--- config.mk ---
export PLATFORM = sky130hd
export DESIGN_NAME = alu_issue_stage
export DESIGN_NICKNAME = d
export VERILOG_FILES = /design/src/rtl/alu_issue_stage.sv
export SDC_FILE = /design/constraint.sdc
export NUM_CORES = 1
export LEC_CHECK = 0
export CAP_MARGIN = 20
export CORE_ASPECT_RATIO = 1.5
export CORE_MARGIN = 1
export CORE_UTILIZATION = 45
export CTS_CLUSTER_SIZE = 14
export DETAILED_ROUTE_END_ITERATION = 8
export PLACE_DENSITY = 0.66
export SLEW_MARGIN = 20
export SYNTH_ARGS = -nofsm -noshare
export SYNTH_HDL_FRONTEND = slang
export SYNTH_SLANG_ARGS = --single-unit
export TNS_END_PERCENT = 10
--- constraint.sdc ---
create_clock -name clk -period 10.2 [get_ports clk]
set_input_delay 1.02 -clock clk [delete_from_list [all_inputs] [get_ports clk]]
set_output_delay 1.02 -clock clk [all_outputs]
set_load 0.005 [all_outputs]
--- src/rtl/alu_issue_stage.sv ---
`default_nettype none
// ============================================================================
//  Module      : alu_issue_stage
//  Description : Operand issue stage in front of the 72-bit ALU. Queues
//                decoded ops in a small FIFO, selects operand B (register or
//                extended immediate), stalls one cycle on a back-to-back
//                dependency and forwards the ALU result, and emits a
//                result-valid/tag/div-by-zero sideband aligned with ALU C.
//  Option      : define ALU_ISSUE_IMM_SEXT_EN to sign-extend the immediate
//                (default build zero-extends it).
//  Revision    : 1.0 - initial release
// ============================================================================
module alu_issue_stage #(
    parameter int DATA_W = 72,
    parameter int IMM_W  = 55,
    parameter int TAG_W  = 5,
    parameter int DEPTH  = 4
) (
    input  logic              clk,
    input  logic              rst,
    input  logic              in_valid,
    output logic              in_ready,
    input  logic [3:0]        in_op,
    input  logic [DATA_W-1:0] in_a,
    input  logic [DATA_W-1:0] in_b,
    input  logic [IMM_W-1:0]  in_imm,
    input  logic              in_use_imm,
    input  logic              in_a_pend,
    input  logic              in_b_pend,
    input  logic [TAG_W-1:0]  in_rd,
    input  logic              wb_ready,
    input  logic [DATA_W-1:0] alu_c,
    output logic [3:0]        alu_op,
    output logic [DATA_W-1:0] alu_a,
    output logic [DATA_W-1:0] alu_b,
    output logic              res_valid,
    output logic [TAG_W-1:0]  res_rd,
    output logic              res_div0,
    output logic              busy
);

    localparam int                 c_PTR_W  = $clog2(DEPTH);
    localparam int                 c_CNT_W  = c_PTR_W + 1;
    localparam logic [c_CNT_W-1:0] c_DEPTH  = c_CNT_W'(DEPTH);
    localparam logic [3:0]         c_OP_DIV = 4'd3;
    localparam logic [3:0]         c_OP_REM = 4'd15;

    // FIFO storage, one array per field
    logic [3:0]        r_q_op   [DEPTH];
    logic [DATA_W-1:0] r_q_a    [DEPTH];
    logic [DATA_W-1:0] r_q_b    [DEPTH];
    logic [IMM_W-1:0]  r_q_imm  [DEPTH];
    logic              r_q_ui   [DEPTH];
    logic              r_q_ap   [DEPTH];
    logic              r_q_bp   [DEPTH];
    logic [TAG_W-1:0]  r_q_rd   [DEPTH];

    logic [c_PTR_W-1:0] r_wr_ptr;
    logic [c_PTR_W-1:0] r_rd_ptr;
    logic [c_CNT_W-1:0] r_count;

    // Issue registers feeding the ALU and the result sideband pipe
    logic [3:0]        r_alu_op;
    logic [DATA_W-1:0] r_alu_a;
    logic [DATA_W-1:0] r_alu_b;
    logic              r_p1_valid;
    logic [TAG_W-1:0]  r_p1_rd;
    logic              r_p1_div0;
    logic              r_res_valid;
    logic [TAG_W-1:0]  r_res_rd;
    logic              r_res_div0;
    logic [1:0]        r_inflight;
    logic [DATA_W-1:0] r_last_c;

    logic              w_push;
    logic              w_issue;
    logic              w_fwd_ok;
    logic              w_hazard;
    logic [3:0]        w_h_op;
    logic [DATA_W-1:0] w_h_a;
    logic [DATA_W-1:0] w_h_b;
    logic [IMM_W-1:0]  w_h_imm;
    logic              w_h_ui;
    logic              w_h_ap;
    logic              w_h_bp;
    logic [TAG_W-1:0]  w_h_rd;
    logic [DATA_W-1:0] w_fwd;
    logic [DATA_W-1:0] w_imm_ext;
    logic [DATA_W-1:0] w_a_eff;
    logic [DATA_W-1:0] w_b_eff;
    logic              w_div0;

    assign in_ready = (r_count < c_DEPTH);
    assign w_push   = in_valid && in_ready;

    assign w_h_op  = r_q_op[r_rd_ptr];
    assign w_h_a   = r_q_a[r_rd_ptr];
    assign w_h_b   = r_q_b[r_rd_ptr];
    assign w_h_imm = r_q_imm[r_rd_ptr];
    assign w_h_ui  = r_q_ui[r_rd_ptr];
    assign w_h_ap  = r_q_ap[r_rd_ptr];
    assign w_h_bp  = r_q_bp[r_rd_ptr];
    assign w_h_rd  = r_q_rd[r_rd_ptr];

    // Forwarding is only safe when the single op in flight is presenting its
    // result right now, or nothing is in flight (last_c holds the result).
    assign w_fwd_ok = (r_inflight == 2'd0) || ((r_inflight == 2'd1) && r_res_valid);
    assign w_hazard = (w_h_ap || (w_h_bp && !w_h_ui)) && !w_fwd_ok;
    assign w_issue  = (r_count != '0) && wb_ready && !w_hazard;

    assign w_fwd = r_res_valid ? alu_c : r_last_c;

`ifdef ALU_ISSUE_IMM_SEXT_EN
    assign w_imm_ext = {{(DATA_W-IMM_W){w_h_imm[IMM_W-1]}}, w_h_imm};
`else
    assign w_imm_ext = {{(DATA_W-IMM_W){1'b0}}, w_h_imm};
`endif

    assign w_a_eff = w_h_ap ? w_fwd : w_h_a;
    assign w_b_eff = w_h_ui ? w_imm_ext : (w_h_bp ? w_fwd : w_h_b);
    assign w_div0  = ((w_h_op == c_OP_DIV) || (w_h_op == c_OP_REM)) && (w_b_eff == '0);

    // FIFO payload write; contents are don't-care until the pointers cover them
    always_ff @(posedge clk) begin
        if (w_push) begin
            r_q_op[r_wr_ptr]  <= in_op;
            r_q_a[r_wr_ptr]   <= in_a;
            r_q_b[r_wr_ptr]   <= in_b;
            r_q_imm[r_wr_ptr] <= in_imm;
            r_q_ui[r_wr_ptr]  <= in_use_imm;
            r_q_ap[r_wr_ptr]  <= in_a_pend;
            r_q_bp[r_wr_ptr]  <= in_b_pend;
            r_q_rd[r_wr_ptr]  <= in_rd;
        end
    end

    // FIFO pointers and occupancy; pointers wrap naturally at DEPTH
    always_ff @(posedge clk) begin
        if (rst) begin
            r_wr_ptr <= '0;
            r_rd_ptr <= '0;
            r_count  <= '0;
        end else begin
            if (w_push) begin
                r_wr_ptr <= r_wr_ptr + c_PTR_W'(1);
            end
            if (w_issue) begin
                r_rd_ptr <= r_rd_ptr + c_PTR_W'(1);
            end
            case ({w_push, w_issue})
                2'b10:   r_count <= r_count + c_CNT_W'(1);
                2'b01:   r_count <= r_count - c_CNT_W'(1);
                default: r_count <= r_count;
            endcase
        end
    end

    // ALU operand registers load on issue and hold otherwise
    always_ff @(posedge clk) begin
        if (rst) begin
            r_alu_op <= '0;
            r_alu_a  <= '0;
            r_alu_b  <= '0;
        end else if (w_issue) begin
            r_alu_op <= w_h_op;
            r_alu_a  <= w_a_eff;
            r_alu_b  <= w_b_eff;
        end
    end

    // Two-stage sideband pipe: stage 1 while the ALU samples, stage 2 aligned with C
    always_ff @(posedge clk) begin
        if (rst) begin
            r_p1_valid  <= 1'b0;
            r_p1_rd     <= '0;
            r_p1_div0   <= 1'b0;
            r_res_valid <= 1'b0;
            r_res_rd    <= '0;
            r_res_div0  <= 1'b0;
        end else begin
            r_p1_valid  <= w_issue;
            r_p1_rd     <= w_h_rd;
            r_p1_div0   <= w_div0;
            r_res_valid <= r_p1_valid;
            r_res_rd    <= r_p1_rd;
            r_res_div0  <= r_p1_div0;
        end
    end

    // In-flight count and the captured last result used for late forwarding
    always_ff @(posedge clk) begin
        if (rst) begin
            r_inflight <= '0;
            r_last_c   <= '0;
        end else begin
            case ({w_issue, r_res_valid})
                2'b10:   r_inflight <= r_inflight + 2'd1;
                2'b01:   r_inflight <= r_inflight - 2'd1;
                default: r_inflight <= r_inflight;
            endcase
            if (r_res_valid) begin
                r_last_c <= alu_c;
            end
        end
    end

    assign alu_op    = r_alu_op;
    assign alu_a     = r_alu_a;
    assign alu_b     = r_alu_b;
    assign res_valid = r_res_valid;
    assign res_rd    = r_res_rd;
    assign res_div0  = r_res_div0;
    assign busy      = (r_count != '0) || (r_inflight != 2'd0);

endmodule
`default_nettype wire

==> results of run 1 <==
## cell type report
| type | instances | area [sq um] |
|---|---|---|
| inverters | 10 | 45.04 |
| multi-input cells | 1071 | 10380 |
| flip-flops and latches | 1089 | 30260 |
| diodes | 17 | 42.54 |
| clock buffers | 149 | 2867 |
| well taps | 1164 | 1456 |
| fillers | 6985 | 40460 |
| clock inverters | 35 | 381.6 |
| repair buffers | 462 | 4644 |
## layer usage
layer | wire length, um | track usage | vias to the layer above
met5 | 149 | 0 | -
met4 | 3278 | 0.08793 | 24
met3 | 8086 | 0.05824 | 177
met2 | 53770 | 0.3814 | 855
met1 | 44080 | 0.3084 | 11532
li1 | - | - | 9878
## per-stage QoR
step | utilization | instances | cell area, sq um | setup slack (ps)
2_1_floorplan | - | 2317 | 41300 | 3400
3_3_place_gp | 0.5167 | 3796 | 46780 | 3976
3_5_place_dp | 0.5168 | 3796 | 46790 | 3961
4_1_cts | 0.5526 | 3980 | 50030 | 3970
5_1_grt | 0.5529 | 3990 | 50060 | 3668
6_report | 0.5531 | 3997 | 50080 | 4115
## final timing paths
check        cells after the start        from         end
max                             12    register  r_count[2]
min                              1  r_p1_valid   res_valid
max reg2reg                     12    register  r_count[2]
min reg2reg                      1  r_p1_valid   res_valid
## sequential cells by signal, indices dropped and copies added (netlist names), 2 cells and up, named ones only
| name | count |
|---|---|
| r_q_ap | 4 |
| res_rd | 5 |
| r_p1_rd | 5 |
| r_wr_ptr | 2 |
| r_q_imm | 220 |
| r_last_c | 72 |
| r_q_rd | 20 |
| r_q_ui | 4 |
| r_q_a | 288 |
| r_q_bp | 4 |
| r_q_op | 16 |
| alu_b | 72 |
| r_inflight | 2 |
| r_rd_ptr | 2 |
| alu_a | 72 |
| r_count | 3 |
| r_q_b | 288 |
| alu_op | 4 |
## critical path, stage by stage (launching register included)
cell	delay, ps
dfxtp_4	1060
buf_4	830
mux4_4	930
o21ai_2	320
nand3_4	80
buf_4	400
inv_8	790
ha_1	330
inv_1	70
fa_1	370
xor2_1	160
or3_1	330
a21oi_1	170
## placed cells by master (no fill, tap or decap), types with 6 or more instances in the layout
| cell | n |
|---|---|
| o21ai_1 | 8 |
| inv_1 | 9 |
| nand2_1 | 194 |
| nand4_1 | 6 |
| diode_2 | 17 |
| or3_1 | 14 |
| mux4_2 | 208 |
| mux2_2 | 72 |
| clkbuf_8 | 18 |
| clkbuf_16 | 100 |
| dfxtp_1 | 242 |
| clkinv_2 | 13 |
| nor2b_1 | 87 |
| clkinv_1 | 6 |
| ha_1 | 8 |
| edfxtp_1 | 844 |
| clkbuf_1 | 31 |
| nor2_1 | 88 |
| clkdlybuf4s50_1 | 442 |
| buf_4 | 14 |
| nor4_1 | 15 |
| mux2i_1 | 144 |
| o21ai_0 | 48 |
| a21oi_1 | 82 |
| a211oi_1 | 73 |
## cell families after synthesis
logic type / Yosys count / synth area share
xor gates and xnor gates: 8 / 0.001697
AOI/OAI and AO/OA: 215 / 0.03084
buffers and inverters: 157 / 0.01718
and+or+nand+nor: 412 / 0.04541
adders and majority gates: 9 / 0.002908
muxes: 427 / 0.1696
DFF: 1089 / 0.7324
## power breakdown
group / total (mW) / internal (mW) / switching (mW)
logic: 3.48 / 1.57 / 1.90
clock network: 3.70 / 2.08 / 1.62
registers: 5.72 / 5.43 / 0.294
total: 12.9 / 9.08 / 3.82
==> reports/results.txt, run 1 <==
clock latency at the later pin of the worst-skew pair - 710 ps
dominant synthesized flop cell - edfxtp_1
Peak VDD IR - 0.1820 mV
maximum buffer depth of the clock tree - 3
crit start category - register
initial antenna violation count - 41
Clock Pin Slew Worst Setup and Hold Paths - 70 ps
synthesized area - 41300 sq um
Synth Instances - 2317
Area growth, synth to finish - 21.25%
worst hold path class - reg -> reg
outcome - completed
first-pass GRT wire length - 158.5 mm
Slew Limit Headroom - 0.2517
leading cell types by count after synthesis - 844 x edfxtp_1, 245 x dfxtp_1, 211 x mux4_2, 194 x nand2_1, 144 x mux2i_1
crit path kind - reg -> reg
Initial DRC Count - 1836
GRT overflow - 0
syn avg cell area - 17.83 sq um
max cap viols - 0
Routed WL - 109.4 mm
final-report hold violation count - 0
Pwr Total - 12.90 mW
Pre-antenna DRT Iters - 5
Placer Congestion - 0.8576
largest net degree at the start of global routing - 152
top-count cell post-synth - edfxtp_1
clk sink count - 1089
Crit path required time - 10830 ps
DR DRC count - 0
Distinct cells, synth - 32
Warnings, synthesis - 0
Vias - 22466
# setup viols final - 0
hold_buf cts - 0
top cell type's share of synthesized area - 0.6136
Async SR Flop Fraction - 0
Tightest Pin Transition - 1122 ps
Max H-tree Level - 3
Die W - 249.4 um
Yosys top cell by area - edfxtp_1
Crit. End Element - register
EDFF count, synth - 844
CTS tree - built
WP data arrival - 6710 ps
# Post-CTS Setup Buffers - 0
setup repair after global routing missed its margin - false
core area - 90540 sq um
Rows - 135
Root Driver - clkbuf_16
setup_tns - 0 ps
I/O pin cnt - 444
static leakage - 16.33 nW
fin crit period - 6085 ps
share of layout cells above drive strength 1 - 0.1641
detailed-route wire length per cell - 27.36 um
final worst path period share - 0.5966
overall die area - 93020 sq um
syn nets - 2613
final antenna-violating net count - 0
FF-to-FF setup slack - 4120 ps
total CTS buffers - 98
Pwr Density - 257.6 nW/um^2
die extent in y - 373.0 um
f_max - 0.1643 GHz
post_cts resized - 0
Initial Util - 0.4562
vias per inst - 5.621
Final Max Slew Viols - 0
Layout Skew - 44.17 ps
gr usage total - 0.2359
vias in the first global route - 22848
Final Net Count - 3028
DP HPWL - 72.42 mm
maximum fanout along the worst path - 140
I/O Buffers - 443
WHS - 437.1 ps
post-synthesis sequential area ratio - 0.7324
synthesis-stage register bit count - 1089
main area contributors after synthesis - edfxtp_1 61%, dfxtp_1 12%, mux4_2 12%, mux2i_1 3.5%, mux2_2 2.0%
(Power assumes the default switching activity.)
==> run 2, diff against run 1 <==
clock period = 5.8 ns   (was 10.2 ns; I/O delays follow)
==> run 2 against run 1 <==
Net effect:
- sequential cell count unchanged
- critical endpoint unchanged
- clock-buffer cell count is 3 lower
- register-to-register slack worse by 2700 ps
- non-clock buffer count is 18 higher
- critical path type unchanged
- global-route usage is 0.38 points higher
==> reports/results.txt, run 2 (synthesized netlist as in run 1, its figures left out) <==
crit start category - register
gr usage total - 0.2398
worst hold path class - in -> reg
Final WS setup - 1367 ps
Pre-antenna DRT Iters - 5
Crit. End Element - register
Layout Skew - 24.86 ps
max cap viols - 0
initial antenna violation count - 38
Worst Hold Launch - rst
total CTS buffers - 101
R2R depth - 11
FF-to-FF setup slack - 1370 ps
Root Driver - clkbuf_16
detailed-route wire length per cell - 27.67 um
WHS - 326.3 ps
share of layout cells above drive strength 1 - 0.1739
top flop regs - r_q_a: 288 flops, r_q_b: 288 flops, r_q_imm: 220 flops
vias per inst - 5.652
Crit path required time - 6420 ps
Initial Util - 0.4562
# setup viols final - 0
post_cts resized - 0
Final Net Count - 3049
Vias - 22739
GRT overflow - 0
final worst path period share - 0.7642
Tightest Pin Transition - 1060 ps
commonest non-fill, non-tap cells in the layout - 844 x edfxtp_1, 442 x clkdlybuf4s50_1, 242 x dfxtp_1, 208 x mux4_2, 194 x nand2_1
Final Max Slew Viols - 0
Die W - 249.4 um
first-pass GRT wire length - 160.5 mm
I/O Buffers - 443
vias in the first global route - 23094
outcome - completed
DP HPWL - 74.43 mm
Placer Congestion - 0.8551
fin crit period - 4433 ps
Post-DP Area - 47020 sq um
core area - 90540 sq um
clk sink count - 1089
hold_buf cts - 0
Slew Limit Headroom - 0.2933
final instance area - 50520 sq um
Hold EP - alu_b[4]
largest net degree at the start of global routing - 119
# Post-CTS Setup Buffers - 0
die extent in y - 373.0 um
Peak VDD IR - 0.2910 mV
f_max - 0.2256 GHz
multi-input combinational cell area - 10380 sq um
Clock Pin Slew Worst Setup and Hold Paths - 60 ps
Rows - 135
pre-CTS setup slack - 1302 ps
commonest non-fill, non-tap cell in the layout - edfxtp_1
Routed WL - 111.3 mm
Pwr Density - 456.7 nW/um^2
static leakage - 16.57 nW
final-report hold violation count - 0
Fillers - 7003
WP data arrival - 5060 ps
reg2reg end - r_count[2]
I/O pin cnt - 444
hold path cells - 2
maximum fanout along the worst path - 87
crit path kind - reg -> reg
clock latency at the later pin of the worst-skew pair - 710 ps
maximum buffer depth of the clock tree - 3
Pwr Total - 23.07 mW
DR DRC count - 0
final antenna-violating net count - 0
CTS tree - built
Area growth, synth to finish - 22.31%
setup repair after global routing missed its margin - false
overall die area - 93020 sq um
Initial DRC Count - 1840
Final Core Density - 0.5580
Reg area - 30260 sq um
Max H-tree Level - 3
## run 2: worst max-delay path by stage
| stage | startpoint | to | slack [ps] | cells after the start |
|---|---|---|---|---|
| after floorplan | in_valid | r_q_a[0][0] | -560 | 3 |
| after global placement | register | r_count[2] | 1280 | 11 |
| after detailed placement | register | r_count[2] | 1300 | 11 |
| after CTS | register | r_count[2] | 1280 | 11 |
| after global routing | register | r_count[2] | 1060 | 11 |
| final | register | r_count[2] | 1370 | 11 |
## run 2: through the flow
step | cells | TNS (ps)
2_1_floorplan | 2317 | -236040
3_3_place_gp | 3814 | 0
3_5_place_dp | 3814 | 0
4_1_cts | 4005 | 0
5_1_grt | 4020 | 0
6_report | 4023 | 0
## run 2: cell type report
class | instances | area share
Clock inverter | 45 | 0.008842
Antenna cell | 18 | 0.0008917
Sequential cell | 1089 | 0.5990
Timing Repair Buffer | 480 | 0.09660
Inverter | 10 | 0.0008917
Tap cell | 1164 | 0.02883
Clock buffer | 146 | 0.05944
Multi-Input combinational cell | 1071 | 0.2055
## run 2: critical path, stage by stage, from the launching register on
cell,delay [ps]
dfxtp_4,590
buf_12,450
mux4_4,1050
o21ai_2,310
nand3_4,130
inv_8,410
ha_1,300
inv_1,70
fa_1,370
xor2_1,160
or3_1,300
a21oi_1,160
## run 2: routing by layer
metal / GRT usage / share of wire
met3: 0.05356 / 0.072
met1: 0.3178 / 0.41
met5: 0 / 0.0012
met4: 0.09888 / 0.036
met2: 0.3827 / 0.48
## run 2: where the power goes
group	internal [mW]	leakage, nW	total (mW)	switching, mW
clock network	3.89	1.71	6.79	2.90
logic	2.83	5.12	6.28	3.45
registers	9.54	9.74	10.0	0.465
total	16.3	16.6	23.1	6.81
==> run 3, diff against run 2 <==
PLACE_DENSITY = 0.68   (was 0.66)
clock period = 3.7 ns   (was 5.8 ns; I/O delays follow)
==> run 3 against run 2 <==
Net effect:
- core utilization increased by 0.082 points
- design area up 0.15%
- routed wire length grew 1.2%
- cell count grew 0.32%
- worst setup slack got worse by 1200 ps
- die area did not move
- critical path depth fell by 4
- maximum frequency grew 26%
- largest cell class unchanged
- highest routed layer unchanged
==> reports/results.txt, run 3 (synthesized netlist as in run 1, its figures left out) <==
# Post-CTS Setup Buffers - 0
max cap viols - 0
Sw Ratio - 0.2954
final antenna-violating net count - 0
Clock Power Share - 0.284
Tightest Pin Transition - 1035 ps
commonest non-fill, non-tap cells in the layout - 844 x edfxtp_1, 442 x clkdlybuf4s50_1, 242 x dfxtp_1, 208 x mux4_2, 194 x nand2_1
Flop pwr share - 0.435
Final Non-Filler Cells - 4036
# setup viols final - 0
crit path to - r_p1_div0
share of layout cells above drive strength 1 - 0.1731
Rows - 135
Routed WL - 112.7 mm
die extent in y - 373.0 um
crit path kind - reg -> reg
GRT overflow - 0
Worst Hold Launch - rst
Psw - 10.63 mW
Placer Congestion - 0.8320
DP HPWL - 76.00 mm
outcome - completed
initial antenna violation count - 39
Final Max Slew Viols - 0
Initial DRC Count - 1938
R2R depth - 7
multi-input combinational cell area - 10370 sq um
Peak VDD IR - 0.5831 mV
final instance area - 50590 sq um
Initial Util - 0.4562
Root Driver - clkbuf_16
Internal Power - 25.35 mW
vias per inst - 5.644
Slew Limit Headroom - 0.3024
final worst path period share - 0.9471
setup repair after global routing missed its margin - false
setup_tns - 0 ps
I/O Buffers - 443
Max H-tree Level - 3
FF-to-FF setup slack - 200 ps
gr usage total - 0.2417
Crit. End Element - register
overall die area - 93020 sq um
static leakage - 16.58 nW
Layout Skew - 25.95 ps
CTS tree - built
Gate power share - 0.281
detailed-route wire length per cell - 27.92 um
Crit path required time - 4320 ps
core area - 90540 sq um
clk sink count - 1089
hold_buf cts - 0
Pwr Density - 711.1 nW/um^2
largest net degree at the start of global routing - 209
Die W - 249.4 um
Clock Pin Slew Worst Setup and Hold Paths - 70 ps
top flop regs - r_q_a: 288 flops, r_q_b: 288 flops, r_q_imm: 220 flops
Fillers - 6944
final-report hold violation count - 0
clock latency at the later pin of the worst-skew pair - 700 ps
total CTS buffers - 99
Pre-antenna DRT Iters - 5
Post-DP Area - 47300 sq um
commonest non-fill, non-tap cell in the layout - edfxtp_1
post_cts resized - 0
I/O pin cnt - 444
Reg area - 30260 sq um
maximum buffer depth of the clock tree - 3
WHS - 171.0 ps
crit start category - register
Final Net Count - 3063
placed insts - 3830
first-pass GRT wire length - 161.7 mm
maximum fanout along the worst path - 23
reg2reg end - r_p1_div0
f_max - 0.2854 GHz
Vias - 22780
worst hold path class - in -> reg
vias in the first global route - 23157
Area growth, synth to finish - 22.49%
WP data arrival - 4120 ps
DR DRC count - 0
fin crit period - 3504 ps
-- run 3: changes by cell type in the layout (fill, tap and decap cells not counted), moves of 2 or more --
| cell | before | now |
|---|---|---|
| clkbuf_2 | 2 | 0 |
| clkinv_2 | 18 | 16 |
| clkbuf_16 | 109 | 103 |
| clkbuf_8 | 13 | 15 |
| clkbuf_1 | 21 | 34 |
| buf_12 | 13 | 26 |
| inv_4 | 3 | 1 |
| buf_4 | 24 | 27 |
-- run 3: stage by stage --
| step | setup slack (ps) | power (mW) | util |
|---|---|---|---|
| after floorplan | -84.86 | 21.91 | - |
| after global placement | 133.8 | 25.97 | 0.5224 |
| after detailed placement | 163.6 | 26.15 | 0.5224 |
| after CTS | 159.8 | 36.34 | 0.5583 |
| after global routing | 10.36 | 37.44 | 0.5586 |
| final | 195.6 | 35.97 | 0.5588 |
-- run 3: how the worst min path moves through the flow --
stage / to / slack (ps) / cells after the start
2_1_floorplan: res_div0 / 410 / 1
3_3_place_gp: res_valid / 420 / 1
3_5_place_dp: res_valid / 420 / 1
4_1_cts: r_last_c[1] / 170 / 2
5_1_grt: r_last_c[16] / 210 / 2
6_report: r_last_c[19] / 170 / 2
-- run 3: layer usage --
metal / GRT usage / wire length, um / share of wire
met4: 0.09970 / 3633 / 0.032
met3: 0.04624 / 8546 / 0.076
met1: 0.3178 / 44570 / 0.40
met2: 0.3943 / 55840 / 0.50
met5: 0 / 94 / 0.00083
-- run 3: power groups by stage --
stage,registers [mW],clock network (mW),logic [mW]
2_1_floorplan,15.7,0,6.17
3_3_place_gp,15.8,0,10.2
3_5_place_dp,15.9,0,10.2
4_1_cts,15.7,10.4,10.3
5_1_grt,15.8,10.8,10.8
6_report,15.7,10.2,10.1
-- run 3: layout make-up --
| cell class | instances | area share |
|---|---|---|
| clock inverter | 35 | 0.006480 |
| tap | 1164 | 0.02879 |
| timing repair buffer | 496 | 0.1020 |
| antenna | 18 | 0.0008904 |
| inverter | 10 | 0.0008904 |
| clock buffer | 153 | 0.05770 |
| sequential | 1089 | 0.5982 |
| multi-input combinational | 1071 | 0.2051 |
-- run 3: worst max-delay path: stages, from the launching register on --
cell     delay [ps]
dfxtp_4         430
mux4_4          940
buf_4           380
mux2i_1         370
o21ai_0         330
nor4_1          490
nand4_1         180
nor4_2          280
==> edit (flow settings as in run 2) <==
The parameter `DATA_W` goes from 72 to 80.
--- a/src/rtl/alu_issue_stage.sv
+++ b/src/rtl/alu_issue_stage.sv
@@ -11,7 +11,7 @@
 //  Revision    : 1.0 - initial release
 // ============================================================================
 module alu_issue_stage #(
-    parameter int DATA_W = 72,
+    parameter int DATA_W = 80,
     parameter int IMM_W  = 55,
     parameter int TAG_W  = 5,
     parameter int DEPTH  = 4
Ports: changed (5 resized); port bits go from 444 to 484. No check against the original RTL was run, so the function may have changed too.
==> edit against run 2 <==
  * Final area up 7.7%
  * First-iteration DRC count is 8.0% higher
  * Hold slack improved by 0.017 ns
  * Area after synthesis increased by 7.9%
  * Critical path depth unchanged
  * Power increased by 7.7%
  * Routed wire length rose by 13%
  * Sequential cell count increased by 88
  * Setup slack got worse by 0.14 ns
==> edit: results (changes against run 2) <==
Parameter                              Value

Global route
  Via count of the first global-routing pass    25.8k (+12%)
  Met3 routing resource usage after global routing    6.12% (+0.76 points)
  Total GRT Usage    25.0% (+1.1 points)
  M2 GR Usage    44.4% (+6.1 points)
  Maximum number of pins on one net before global-route repair    159 (+34%)
  Global-route wire length before repair    179,000 µm (+11%)
  Number of antenna violations at the first check in global routing    44 (+16%)
  Met1 track demand over resource    28.2% (-3.6 points)

Cells and area
  Total number of nets in the final design    3,410 (+12%)

Route
  Met1 wire length    44,400 µm (-2.0%)
  Routed via count    25.2k (+11%)
  Routed wire length on met2    66,800 µm (+24%)
  Routed length on met3    9370 µm (+16%)
  Drt first-iter violations    1,987 (+8.0%)
  Routed length per placed instance    28.1 µm (+1.4%)

Worst setup path
  Endpoint arrival time on the critical path    5.19 ns (+0.13 ns)
  Crit path max fanout    90 (+3.4%)

Placed design
  Area post-placement    50,700 µm² (+7.9%)
  Count of input and output buffers    483 (+9.0%)
  GPL Wtd Cong    0.894 (+4.6%)
  Detailed Place HPWL    84,800 µm (+14%)
  Dpl ws    1.26 ns (-0.0406 ns)

Power
  Leakage component of the power    17.6 nW (+6.1%)
  Peak supply drop    0.000325 V (+12%)

CTS
  Total CTS buffers    109 (+7.9%)

Synthesis
  Ranking of synthesized cells by area    sky130_fd_sc_hd__edfxtp_1 (61%), sky130_fd_sc_hd__dfxtp_1 (12%), sky130_fd_sc_hd__mux4_2 (11%)
  Complex-gate fraction of the synthesized area    3.40% (+0.32 points)
  Net count after synthesis    2,953 (+13%)
  Number of synthesized flops with an enable pin    908 (+7.6%)
  Adder-cell share of the synthesized area    0.269% (-0.021 points)
  Xor and xnor area share after synthesis    0.157% (-0.012 points)
  Mux cell area share after synthesis    15.0% (-2.0 points)
  Commonest cells in the synthesized netlist    sky130_fd_sc_hd__edfxtp_1 (908), sky130_fd_sc_hd__nand2_1 (306), sky130_fd_sc_hd__dfxtp_1 (269), sky130_fd_sc_hd__mux4_2 (226), sky130_fd_sc_hd__nor2_1 (170)
  Proportion of synthesized chip area in sequential cells    73.2% (about the same)

Status
  Result of the run    completed

STA
  Layout Skew    0.0313 ns (+0.00641 ns)
  Worst hold-check slack    0.343 ns (+0.0166 ns)

Hold path
  Terminating pin of the worst hold path    alu_b[61]
-- edit: per-stage QoR --
stage / setup TNS, ns / std cells
5_1_grt: 0 / 4483
3_3_place_gp: 0 / 4265
6_report: 0 / 4486
2_1_floorplan: -425.32 / 2633
4_1_cts: 0 / 4470
3_5_place_dp: 0 / 4265
-- edit: cells by family after synthesis --
| kind of cell | after synthesis |
|---|---|
| AO/OA/AOI/OAI | 245 |
| XOR/XNOR | 8 |
| adder cells (fa/ha/maj) | 9 |
| buffers and inverters | 180 |
| flip-flops | 1177 |
| multiplexers | 377 |
| AND/OR/NAND/NOR | 637 |
-- edit: area by class of cell --
cell class	count	area (µm²)
Fill cell	7579	43800
Sequential cell	1177	32700
Multi-Input combinational cell	1276	11200
Timing Repair Buffer	516	5260
Clock buffer	157	3200
Tap cell	1287	1610
Clock inverter	48	438
Inverter	10	45.0
Antenna cell	15	37.5
-- edit: power breakdown --
part           switching [mW]  internal, mW  leakage, nW
clock network            3.11          4.11         1.79
registers               0.539          10.3         10.5
logic                    3.86          2.92         5.27
-- edit: critical path: stages (launching register included) --
cell and delay (ns):
sky130_fd_sc_hd__dfxtp_4 0.71, sky130_fd_sc_hd__mux4_4 0.88, sky130_fd_sc_hd__nor2b_1 0.12, sky130_fd_sc_hd__o21ai_1 0.23, sky130_fd_sc_hd__nand3_4 0.46, sky130_fd_sc_hd__inv_8 0.59
sky130_fd_sc_hd__ha_1 0.32, sky130_fd_sc_hd__inv_1 0.08, sky130_fd_sc_hd__fa_1 0.39, sky130_fd_sc_hd__xor2_1 0.18, sky130_fd_sc_hd__or3_1 0.32, sky130_fd_sc_hd__a21oi_1 0.16
